**src/rtl/ascon_phase_ctrl_if.sv**
```systemverilog
`default_nettype none
// ============================================================================
// Module   : ascon_phase_ctrl_if
// Brief    : Handshake/control bundle between the Ascon phase controller and
//            its datapath (start, block counts, round/XOR strobes, status).
// Revision : 1.0
// ============================================================================
interface ascon_phase_ctrl_if #(
  parameter int NB_W = 4
);
  logic            start_i;
  logic [NB_W-1:0] nb_ad_i;
  logic [NB_W-1:0] nb_pt_i;
  logic            data_valid_i;
  logic            data_ready_o;
  logic            init_sel_o;
  logic            perm_en_o;
  logic [3:0]      round_o;
  logic            xor_data_o;
  logic            xor_key_begin_o;
  logic            xor_key_end_o;
  logic            xor_dom_sep_o;
  logic            cipher_valid_o;
  logic            tag_valid_o;
  logic            busy_o;
  logic            end_o;

  modport master (
    output start_i, nb_ad_i, nb_pt_i, data_valid_i,
    input  data_ready_o, init_sel_o, perm_en_o, round_o, xor_data_o,
           xor_key_begin_o, xor_key_end_o, xor_dom_sep_o,
           cipher_valid_o, tag_valid_o, busy_o, end_o
  );

  modport slave (
    input  start_i, nb_ad_i, nb_pt_i, data_valid_i,
    output data_ready_o, init_sel_o, perm_en_o, round_o, xor_data_o,
           xor_key_begin_o, xor_key_end_o, xor_dom_sep_o,
           cipher_valid_o, tag_valid_o, busy_o, end_o
  );
endinterface
`default_nettype wire

```
**src/rtl/ascon_phase_ctrl.sv**
```systemverilog
`default_nettype none
// ============================================================================
// Module   : ascon_phase_ctrl
// Brief    : Ascon AEAD phase sequencer: init, AD absorb, PT encrypt, final
//            permutation and tag, driving round and XOR strobes to a datapath.
// Revision : 1.0
// ============================================================================
module ascon_phase_ctrl #(
  parameter int PA_ROUNDS = 12,
  parameter int PB_ROUNDS = 6,
  parameter int NB_W      = 4
) (
  input  logic              clock_i,
  input  logic              reset_i,
  ascon_phase_ctrl_if.slave bus
);

  generate
    if (PB_ROUNDS < 1 || PB_ROUNDS > PA_ROUNDS || PA_ROUNDS > 16 || NB_W < 1)
    begin : g_bad_params
      $error("ascon_phase_ctrl: requires 1 <= PB_ROUNDS <= PA_ROUNDS <= 16");
    end
  endgenerate

  localparam logic [3:0] c_st_idle       = 4'd0;
  localparam logic [3:0] c_st_init_load  = 4'd1;
  localparam logic [3:0] c_st_init_perm  = 4'd2;
  localparam logic [3:0] c_st_ad_wait    = 4'd3;
  localparam logic [3:0] c_st_ad_perm    = 4'd4;
  localparam logic [3:0] c_st_pt_wait    = 4'd5;
  localparam logic [3:0] c_st_pt_perm    = 4'd6;
  localparam logic [3:0] c_st_final_perm = 4'd7;
  localparam logic [3:0] c_st_done       = 4'd8;

  // Both permutation lengths end on round PA_ROUNDS-1; the short one starts later.
  localparam logic [3:0]      c_last_round = 4'(PA_ROUNDS - 1);
  localparam logic [3:0]      c_pb_first   = 4'(PA_ROUNDS - PB_ROUNDS);
  localparam logic [NB_W-1:0] c_one_blk    = NB_W'(1);

  logic [3:0]      r_state;
  logic [3:0]      r_round;
  logic [NB_W-1:0] r_ad_cnt;
  logic [NB_W-1:0] r_pt_cnt;

  logic [3:0]      w_state_nxt;
  logic [3:0]      w_round_nxt;
  logic [NB_W-1:0] w_ad_cnt_nxt;
  logic [NB_W-1:0] w_pt_cnt_nxt;

  logic w_perm;
  logic w_last_round;
  logic w_wait;
  logic w_handshake;

  assign w_perm       = (r_state == c_st_init_perm) || (r_state == c_st_ad_perm) ||
                        (r_state == c_st_pt_perm)   || (r_state == c_st_final_perm);
  assign w_last_round = w_perm && (r_round == c_last_round);
  assign w_wait       = (r_state == c_st_ad_wait) || (r_state == c_st_pt_wait);
  assign w_handshake  = w_wait && bus.data_valid_i;

  always_comb begin
    w_state_nxt  = r_state;
    w_round_nxt  = r_round;
    w_ad_cnt_nxt = r_ad_cnt;
    w_pt_cnt_nxt = r_pt_cnt;
    case (r_state)
      c_st_idle: begin
        if (bus.start_i) begin
          w_ad_cnt_nxt = bus.nb_ad_i;
          w_pt_cnt_nxt = (bus.nb_pt_i == '0) ? c_one_blk : bus.nb_pt_i;
          w_state_nxt  = c_st_init_load;
        end
      end
      c_st_init_load: begin
        w_round_nxt = 4'd0;
        w_state_nxt = c_st_init_perm;
      end
      c_st_init_perm: begin
        if (w_last_round) begin
          w_round_nxt = 4'd0;
          w_state_nxt = (r_ad_cnt != '0) ? c_st_ad_wait : c_st_pt_wait;
        end else begin
          w_round_nxt = r_round + 4'd1;
        end
      end
      c_st_ad_wait: begin
        if (w_handshake) begin
          w_round_nxt = c_pb_first;
          w_state_nxt = c_st_ad_perm;
        end
      end
      c_st_ad_perm: begin
        if (w_last_round) begin
          w_round_nxt  = 4'd0;
          w_ad_cnt_nxt = r_ad_cnt - c_one_blk;
          w_state_nxt  = (r_ad_cnt == c_one_blk) ? c_st_pt_wait : c_st_ad_wait;
        end else begin
          w_round_nxt = r_round + 4'd1;
        end
      end
      c_st_pt_wait: begin
        if (w_handshake) begin
          if (r_pt_cnt == c_one_blk) begin
            w_round_nxt = 4'd0;
            w_state_nxt = c_st_final_perm;
          end else begin
            w_pt_cnt_nxt = r_pt_cnt - c_one_blk;
            w_round_nxt  = c_pb_first;
            w_state_nxt  = c_st_pt_perm;
          end
        end
      end
      c_st_pt_perm: begin
        if (w_last_round) begin
          w_round_nxt = 4'd0;
          w_state_nxt = c_st_pt_wait;
        end else begin
          w_round_nxt = r_round + 4'd1;
        end
      end
      c_st_final_perm: begin
        if (w_last_round) begin
          w_round_nxt = 4'd0;
          w_state_nxt = c_st_done;
        end else begin
          w_round_nxt = r_round + 4'd1;
        end
      end
      c_st_done: begin
        w_state_nxt = c_st_idle;
      end
      default: begin
        w_round_nxt = 4'd0;
        w_state_nxt = c_st_idle;
      end
    endcase
  end

  always_ff @(posedge clock_i or posedge reset_i) begin
    if (reset_i) begin
      r_state  <= c_st_idle;
      r_round  <= 4'd0;
      r_ad_cnt <= '0;
      r_pt_cnt <= '0;
    end else begin
      r_state  <= w_state_nxt;
      r_round  <= w_round_nxt;
      r_ad_cnt <= w_ad_cnt_nxt;
      r_pt_cnt <= w_pt_cnt_nxt;
    end
  end

  // Outputs decode the registered state, so an async reset clears them at once.
  assign bus.data_ready_o    = w_wait;
  assign bus.xor_data_o      = w_handshake;
  assign bus.cipher_valid_o  = (r_state == c_st_pt_wait) && bus.data_valid_i;
  assign bus.init_sel_o      = (r_state == c_st_init_load);
  assign bus.perm_en_o       = w_perm;
  assign bus.round_o         = w_perm ? r_round : 4'd0;
  assign bus.xor_key_begin_o = (r_state == c_st_final_perm) && (r_round == 4'd0);
  assign bus.xor_key_end_o   = w_last_round &&
                               ((r_state == c_st_init_perm) || (r_state == c_st_final_perm));
  assign bus.xor_dom_sep_o   = w_last_round &&
                               (((r_state == c_st_init_perm) && (r_ad_cnt == '0)) ||
                                ((r_state == c_st_ad_perm)   && (r_ad_cnt == c_one_blk)));
  assign bus.tag_valid_o     = (r_state == c_st_done);
  assign bus.end_o           = (r_state == c_st_done);
  assign bus.busy_o          = (r_state != c_st_idle);

endmodule
`default_nettype wire

```
**src/flat_wrapper.sv**
```systemverilog
// flat-port wrapper written by rule: the top's interface ports become plain ports
module ascon_phase_ctrl_flat 
#(
  parameter int PA_ROUNDS = 12,
  parameter int PB_ROUNDS = 6,
  parameter int NB_W      = 4
)
  (clock_i, reset_i, bus_start_i, bus_nb_ad_i, bus_nb_pt_i, bus_data_valid_i, bus_data_ready_o, bus_init_sel_o, bus_perm_en_o, bus_round_o, bus_xor_data_o, bus_xor_key_begin_o, bus_xor_key_end_o, bus_xor_dom_sep_o, bus_cipher_valid_o, bus_tag_valid_o, bus_busy_o, bus_end_o);
  ascon_phase_ctrl_if #(.NB_W(NB_W)) bus_i ();
  input  logic clock_i;
  input  logic reset_i;
  input wire logic [$bits(bus_i.start_i)-1:0] bus_start_i;
  input wire logic [$bits(bus_i.nb_ad_i)-1:0] bus_nb_ad_i;
  input wire logic [$bits(bus_i.nb_pt_i)-1:0] bus_nb_pt_i;
  input wire logic [$bits(bus_i.data_valid_i)-1:0] bus_data_valid_i;
  output wire logic [$bits(bus_i.data_ready_o)-1:0] bus_data_ready_o;
  output wire logic [$bits(bus_i.init_sel_o)-1:0] bus_init_sel_o;
  output wire logic [$bits(bus_i.perm_en_o)-1:0] bus_perm_en_o;
  output wire logic [$bits(bus_i.round_o)-1:0] bus_round_o;
  output wire logic [$bits(bus_i.xor_data_o)-1:0] bus_xor_data_o;
  output wire logic [$bits(bus_i.xor_key_begin_o)-1:0] bus_xor_key_begin_o;
  output wire logic [$bits(bus_i.xor_key_end_o)-1:0] bus_xor_key_end_o;
  output wire logic [$bits(bus_i.xor_dom_sep_o)-1:0] bus_xor_dom_sep_o;
  output wire logic [$bits(bus_i.cipher_valid_o)-1:0] bus_cipher_valid_o;
  output wire logic [$bits(bus_i.tag_valid_o)-1:0] bus_tag_valid_o;
  output wire logic [$bits(bus_i.busy_o)-1:0] bus_busy_o;
  output wire logic [$bits(bus_i.end_o)-1:0] bus_end_o;
  assign bus_i.start_i = bus_start_i;
  assign bus_i.nb_ad_i = bus_nb_ad_i;
  assign bus_i.nb_pt_i = bus_nb_pt_i;
  assign bus_i.data_valid_i = bus_data_valid_i;
  assign bus_data_ready_o = bus_i.data_ready_o;
  assign bus_init_sel_o = bus_i.init_sel_o;
  assign bus_perm_en_o = bus_i.perm_en_o;
  assign bus_round_o = bus_i.round_o;
  assign bus_xor_data_o = bus_i.xor_data_o;
  assign bus_xor_key_begin_o = bus_i.xor_key_begin_o;
  assign bus_xor_key_end_o = bus_i.xor_key_end_o;
  assign bus_xor_dom_sep_o = bus_i.xor_dom_sep_o;
  assign bus_cipher_valid_o = bus_i.cipher_valid_o;
  assign bus_tag_valid_o = bus_i.tag_valid_o;
  assign bus_busy_o = bus_i.busy_o;
  assign bus_end_o = bus_i.end_o;
  ascon_phase_ctrl #(.PA_ROUNDS(PA_ROUNDS), .PB_ROUNDS(PB_ROUNDS), .NB_W(NB_W)) u_core (.clock_i(clock_i), .reset_i(reset_i), .bus(bus_i));
endmodule
```
**config.mk**
```make
export PLATFORM = sky130hd
export DESIGN_NAME = ascon_phase_ctrl_flat
export DESIGN_NICKNAME = d
export VERILOG_FILES = /design/src/rtl/ascon_phase_ctrl_if.sv /design/src/rtl/ascon_phase_ctrl.sv /design/src/flat_wrapper.sv
export SDC_FILE = /design/constraint.sdc
export NUM_CORES = 1
export LEC_CHECK = 0
export BUFFER_PORTS_ARGS = -buffer_cell sky130_fd_sc_hd__buf_4
export CORE_UTILIZATION = 45
export DETAILED_ROUTE_END_ITERATION = 10
export PLACE_DENSITY = 0.68
export SKIP_LAST_GASP = 1
export SYNTH_ARGS = -nofsm -noshare
export SYNTH_HDL_FRONTEND = slang
export SYNTH_SLANG_ARGS = --single-unit
```
**constraint.sdc**
```tcl
create_clock -name clock_i -period 2.6 [get_ports clock_i]
set_clock_uncertainty 0.2 [all_clocks]
set_input_delay 0.52 -clock clock_i [delete_from_list [all_inputs] [get_ports clock_i]]
set_output_delay 0.52 -clock clock_i [all_outputs]
set_load 0.1 [all_outputs]
```
## Word level (Yosys, flattened, before mapping)

Cells that the tools add are included.

- Flip-flop bits (word level): 16
- Input port bits: 12
- Output and inout bits: 15
- Word-level logic and storage cells: 80

- Eq/ne operators: 19
- Reductions and logical operators: 28
- Bitwise gates (word level): 1
- Muxes and demuxes: 25
- Add/sub/neg operators: 3

Operator list:

| cell | count |
|---|---|
| $mux 4 | 17 |
| $pmux 4 s8 | 1 |
| $eq 4x3->1 const B | 4 |
| $logic_not 4->1 | 4 |
| $pmux 4 s2 | 2 |
| $pmux 4 s4 | 1 |
| $eq 4x1->1 const B | 3 |
| $mux 3 | 3 |
| $eq 4x2->1 const B | 2 |
| $eq 4x4->1 const B | 2 |
| $logic_and 1x1->1 | 8 |
| $ne 2x1->1 const B | 4 |
| $ne 2x2->1 const B | 4 |
| $reduce_bool 4->1 | 2 |
| $sub 4x1->4 const B | 2 |
| $reduce_and 7->1 | 1 |
| $logic_or 1x1->1 | 6 |
| $reduce_and 3->1 | 2 |
| $add 4x1->4 const B | 1 |
| $reduce_and 4->1 | 1 |
| $reduce_bool 2->1 | 2 |
| $reduce_or 4->1 | 1 |
| $reduce_or 2->1 | 1 |
| $mux 1 | 1 |
| $not 1->1 | 1 |

## Longest topological paths before layout

Gate-level depths: netlist (run 1).

- Depth in word-level cells: 7
- Gate-level depth with buffers: 6
- Gate-level depth less buffers: 6

## Worst setup path before layout (run 1)

No wires, ideal clock.

- Path type: register to output
- Start point: register u_core.r_state[0]
- End point: output bus_round_o[0]
- Cell stages (with the launch flop): 5
- Slack: -1450 ps
- Arrival: 3330 ps
- Data required time: 1880 ps
- Buffers on the path: 1
- Cell sequence: dfrtp_1 -> buf_2 -> o21bai_1 -> a21oi_1 -> and2_1

- Word-level cells in the longest chain between the ends: 5
- Elaborated cells on any way between the ends: 8
- Classes of those cells: eq/ne (4); mux (1); reduce/logical (3)

Ends and longest elaborated chain:

| item | RTL line | RTL |
|---|---|---|
| start, declared | ascon_phase_ctrl.sv:40 | `logic [3:0] r_state;` |
| start signal, assigned | ascon_phase_ctrl.sv:141 | `r_state <= c_st_idle;` |
| start signal, assigned | ascon_phase_ctrl.sv:146 | `r_state <= w_state_nxt;` |
| $eq 4x2->1 or $eq 4x3->1 (tied branches) | ascon_phase_ctrl.sv:55 | `assign w_perm = (r_state == c_st_init_perm) \|\| (r_state == c_st_ad_perm) \|\|` |
| $logic_or 1x1->1 (2 in a row) | ascon_phase_ctrl.sv:55 |  |
| $logic_or 1x1->1 (*) | ascon_phase_ctrl.sv:56 | `(r_state == c_st_pt_perm) \|\| (r_state == c_st_final_perm);` |
| via bus_perm_en_o | flat_wrapper.sv:18 | `output wire logic [$bits(bus_i.perm_en_o)-1:0] bus_perm_en_o;` |
| $mux 4 (*) | ascon_phase_ctrl.sv:159 | `assign bus.round_o = w_perm ? r_round : 4'd0;` |
| end, declared | flat_wrapper.sv:19 | `output wire logic [$bits(bus_i.round_o)-1:0] bus_round_o;` |

Mark *: on every way through the listed nets, which the timed path passes. The rest lies on a longest branch.

## Final worst setup path (run 1)

- Start point: register u_core.r_state[3]
- End point: output bus_xor_key_begin_o

- Word-level cells in the longest chain between the ends: 2

Ends and longest elaborated chain:

| item | RTL line | RTL |
|---|---|---|
| $eq 4x3->1 | ascon_phase_ctrl.sv:160 | `assign bus.xor_key_begin_o = (r_state == c_st_final_perm) && (r_round == 4'd0);` |
| $logic_and 1x1->1 | ascon_phase_ctrl.sv:160 |  |
| end, declared | flat_wrapper.sv:21 | `output wire logic [$bits(bus_i.xor_key_begin_o)-1:0] bus_xor_key_begin_o;` |

No other way between the ends.

==> impl_metrics.toml, run 1 <==
[run_status]
status = "complete, but fails checks"
violations = "design-rule violations"

[global_routing]
grt_max_degree = 17
grt_pass1_wl_um = 5580
first_global_vias = 1237
antenna_found_initial = 0
grtUsageTotal_pct = 21.7
overflow = 0

[setup_path]
cp-start-kind = "register"
critPathMaxStageDelay_ns = 0.39
required_ns = 1.88
crit_start = "u_core.r_state[3]"
worstPathMaxFanout = 14
cpMaxStageDelayCell = "dfrtp_1"
cp_cell_sequence = "buf_4, nand2b_1, nor3_2, buf_4"
path_common_cell = "buf_4"
arrival_ns = 1.81
end_kind = "primary output"
reg2reg_from = "u_core.r_state[1]"
criticalPathCategory = "register to primary output"

[sta]
tightest_slew_ns = 0.672
finalHoldWorstSlack_ns = 0.104
fin_crit_ns = 2.53
rsz0062_at_grt = "false"
slew_headroom_pct = 55.2
max_freq_ghz = 0.396
min_period_over_period_pct = 97.2
slew_violations = 0
setup_viol = 0
hold_violations = 0

[flow_run]
cap_violations = 0

[synthesis]
synth_top_area_share_pct = 29.3
synth.avg_cell_area_sq_um = 8.38
ys_types = 54
synthMuxAreaShare_pct = 2.38
yosys.area_share.simple_pct = 29.0
yosysWarnings = 0
syn_nets = 182
synth-compound-area-share_pct = 24.0
synth_top_family_by_area = "simple AND/OR/NAND/NOR gates"
synthAdderAreaFrac_pct = 6.41
synth_area_sq_um = 1370
synth_xor_area_share_pct = 1.28
ys_ff_latch = 16
synth_area_leader_cell = "dfrtp_1"
synth_ff_type = "dfrtp_1"
synth.area.top_cells = "dfrtp_1, ha_1, a21oi_1"
seq_area_frac_synth_pct = 29.3
synth_cells = 163
synth_edf_count = 0
synthArstFlopShare_pct = 100

[finish]
final_core_util_pct = 60.3
nFillCells = 240
diodes = 0
final_nets = 209
mostFrequentLayoutCells = "buf_4, dfrtp_1, inv_1, a21oi_1, nand2_1"
mostFrequentLayoutCell = "buf_4"
areaGrowthSynthToFinish_pct = 23.8
drive_gt1_share_pct = 31.2

[clock_tree]
insertion_delay_ns = 0.30
post_cts_buffers = 0
htreeDepth = 1
cts-root-buf = "clkbuf_4"
clkTransAtPathRegs_ns = 0.11
cts_tree = "built"
cts.path.max_buffers = 2
cts_buffers = 3
cts_sinks = 16

[worst_hold_path]
hold_path_class = "input pin to asynchronous set/reset pin"

[placement]
place.detailed.hpwl_um = 2450
place_congestion = 0.877
numPortBuffers = 26

[die]
num_io_pins = 27
die_w_um = 57.1
die_y_um = 57.1
core_sq_um = 2810
dieArea_sq_um = 3260
rows = 19
initial_utilization_pct = 48.7

[detailed_routing]
viasPerCell = 5.70
vias = 1253
wl_per_cell_um = 14.7
drt_iter0_drc = 56
drc = 6
drt-total-wl_um = 3230
dr.pass1.iters = 7
ant_nets = 0
per-layer routing:
layer / vias up / global-route usage, % / wire (um)
met2: 20 / 38.0 / 1550
met4: 0 / 6.27 / 36
met1: 590 / 28.2 / 1570
met5: - / 0 / 0
met3: 4 / 2.27 / 74
li1: 639 / - / -
worst max-delay path: cells and delay by family, from the launching register on:
| kind | cells | cell delay (ns) |
|---|---|---|
| buffers and inverters | 2 | 0.50 |
| flip-flops | 1 | 0.39 |
| AND/OR/NAND/NOR | 2 | 0.61 |
cell families after synthesis:
| family | after synthesis |
|---|---|
| simple gates | 68 |
| mux | 3 |
| compound gates | 45 |
| xor+xnor | 2 |
| buf+inv | 22 |
| fa+ha+maj | 7 |
| flops | 16 |
flip-flops by register name, indices dropped and copies added, names as in the netlist:
signal,flops
u_core.r_ad_cnt,4
u_core.r_pt_cnt,4
u_core.r_round,4
u_core.r_state,4
through the flow:
| step | setup TNS [ns] | cell area [sq um] | setup WS, ns | cells |
|---|---|---|---|---|
| 3_5_place_dp | 0 | 1650 | 0.388 | 216 |
| 2_1_floorplan | -0.451 | 1430 | -0.126 | 163 |
| 6_report | 0 | 1690 | 0.0729 | 220 |
| 3_3_place_gp | 0 | 1650 | 0.406 | 216 |
| 4_1_cts | 0 | 1680 | 0.0424 | 220 |
| 5_1_grt | 0 | 1690 | 0.00660 | 220 |
cells in the mapped netlist (all sizes together) (2+ instances only):
| master | number |
|---|---|
| a21oi | 13 |
| a22o | 3 |
| a31oi | 3 |
| and2 | 5 |
| buf | 6 |
| clkbuf | 4 |
| dfrtp | 16 |
| ha | 7 |
| inv | 12 |
| mux2 | 2 |
| nand2 | 12 |
| nand2b | 6 |
| nand3 | 4 |
| nand3b | 2 |
| nor2 | 13 |
| nor3 | 8 |
| nor3b | 2 |
| nor4 | 3 |
| o21ai | 10 |
| o22a | 2 |
| or2 | 2 |
| or3 | 2 |
| or3b | 2 |
| xnor2 | 2 |
final cells by class:
class	count	area, sq um	share of cell area, %
clock buffer	4	36.3	2.14
timing repair buffer	32	248	14.6
inverter	12	45.0	2.66
sequential	16	400	23.7
tap	31	38.8	2.29
multi-input combinational	125	923	54.6
repair_timing:
action	4_1_cts	5_1_grt
hold buffers	0	0
gates resized for setup	0	2
setup endpoints to repair	0	2
path summary, 6_finish.rpt:
kind	endpoint	slack, ns	depth (start not counted)
worst max-delay path	bus_xor_key_begin_o	0.07	4
worst min-delay path	u_core.r_round[2]	0.10	2
worst max register to register	u_core.r_state[0]	0.42	5
worst min register to register	u_core.r_pt_cnt[1]	0.34	2
max in group asynchronous	u_core.r_pt_cnt[3]	1.66	2
min in group clock_i	u_core.r_ad_cnt[0]	0.29	3
Power of run 1 is left out: the tool's default activity adds up to more than one toggle a clock period on the data nets, which glitch-free logic cannot reach.
==> run 2: changes to the inputs <==
--- a/config.mk
+++ b/config.mk
@@ -9,6 +9,7 @@
 export CORE_UTILIZATION = 45
 export DETAILED_ROUTE_END_ITERATION = 10
 export PLACE_DENSITY = 0.68
+export SETUP_SLACK_MARGIN = 0.2
 export SKIP_LAST_GASP = 1
 export SYNTH_ARGS = -nofsm -noshare
 export SYNTH_HDL_FRONTEND = slang
==> run 2 against run 1 <==
Net effect: the run still ends with design-rule violations left; non-clock buffer count grew 8; critical path depth is the same; setup slack gained 0.070 ns; die area is the same; critical endpoint is now bus_xor_dom_sep_o; largest cell class unchanged; highest routed layer unchanged.
==> impl_metrics.toml, run 2 (synthesis gave the netlist of run 1 again) <==
[finish]
final_cells = 227
mostFrequentLayoutCell = "buf_4"
final_nets = 217
mostFrequentLayoutCells = "buf_4, inv_1, nand2_1, dfrtp_1"
drive_gt1_share_pct = 39.3
nFillCells = 223
diodes = 0
areaGrowthSynthToFinish_pct = 38.9

[clock_tree]
clkTransAtPathRegs_ns = 0.10
cts_buffers = 3
cts_tree = "built"
cts_hold_buf = 0
insertion_delay_ns = 0.30
cts.path.max_buffers = 2
htreeDepth = 1
cts_sinks = 16
cts-root-buf = "clkbuf_4"

[sta]
slew_headroom_pct = 57.0
fin_ws_ns = 0.143
hold_violations = 0
tightest_slew_ns = 0.644
rsz0062_at_grt = "true"
slew_violations = 0
min_period_over_period_pct = 94.5
setup_viol = 0
max_freq_ghz = 0.407
fin_crit_ns = 2.46
finalHoldWorstSlack_ns = 0.0984
finalSetupTns_ns = 0

[setup_path]
end_kind = "primary output"
arrival_ns = 1.74
required_ns = 1.88
cp-start-kind = "register"
regToRegSetupSlack_ns = 0.40
criticalPathCategory = "register to primary output"
regToRegEndpoint = "u_core.r_pt_cnt[0]"
reg2reg_from = "u_core.r_state[0]"
worstPathMaxFanout = 2
rr_worst_depth = 7

[global_routing]
overflow = 0
grt_max_degree = 17
first_global_vias = 1240
antenna_found_initial = 0
grt_pass1_wl_um = 5750
grtUsageTotal_pct = 22.7

[placement]
place.detailed.hpwl_um = 2510
placed_cells = 215
numPortBuffers = 26
place_congestion = 0.817
dp_slack_ns = 0.351

[detailed_routing]
dr.pass1.iters = 7
ant_nets = 0
drt_iter0_drc = 34
drc = 4
drt-total-wl_um = 3680
vias = 1316
viasPerCell = 5.80
wl_per_cell_um = 16.2

[run_status]
status = "complete, but fails checks"
violations = "design-rule violations"

[die]
initial_utilization_pct = 48.7
num_io_pins = 27
rows = 19
die_w_um = 57.1
dieArea_sq_um = 3260
die_y_um = 57.1
core_sq_um = 2810

[worst_hold_path]
hold_path_class = "input pin to asynchronous set/reset pin"

[flow_run]
cap_violations = 0
run 2: repair_timing:
item | 4_1_cts | 5_1_grt
hold endpoints to repair | 0 | 0
pin swaps | 0 | 3
gates resized for setup | 21 | 17
buffers inserted | 0 | 9
setup endpoints to repair | 15 | 14
run 2: worst max-delay path, stage by stage (launching register included):
cell and delay (ns):
dfrtp_1 0.40, or4_4 0.55, a21oi_4 0.15, and2_4 0.17, buf_12 0.16
run 2: worst max-delay path by stage:
stage	startpoint	to	slack [ns]	cells past startpoint
global route	u_core.r_state[1]	bus_xor_dom_sep_o	0.11	5
floorplan	u_core.r_state[3]	bus_xor_key_begin_o	-0.10	3
CTS	u_core.r_ad_cnt[3]	bus_xor_dom_sep_o	0.15	4
global placement	u_core.r_state[0]	bus_xor_dom_sep_o	0.40	4
finish	u_core.r_state[0]	bus_xor_dom_sep_o	0.14	4
detailed placement	u_core.r_ad_cnt[3]	bus_xor_dom_sep_o	0.35	4
run 2: per-stage QoR:
step                cell area, sq um  util, %
detailed placement              1640     58.6
CTS                             1740     62.0
global route                    1900     67.7
global placement                1640     58.6
finish                          1900     67.7
floorplan                       1450        -
run 2: per-layer routing:
| layer | global-route usage [%] | up-vias | wire length (um) |
|---|---|---|---|
| li1 | - | 654 | - |
| met3 | 4.31 | 8 | 125 |
| met4 | 9.06 | 0 | 86 |
| met1 | 32.0 | 623 | 1710 |
| met2 | 34.5 | 31 | 1760 |
| met5 | 0 | - | 0 |
run 2: cell type report:
cell class	instances	area (sq um)	share of cell area, %
Clock buffer	3	22.5	1.19
Sequential cell	16	405	21.4
Timing Repair Buffer	40	409	21.6
Inverter	12	45.0	2.37
Tap cell	31	38.8	2.04
Multi-Input combinational cell	125	977	51.5
Power of run 2 is left out for the same reason.
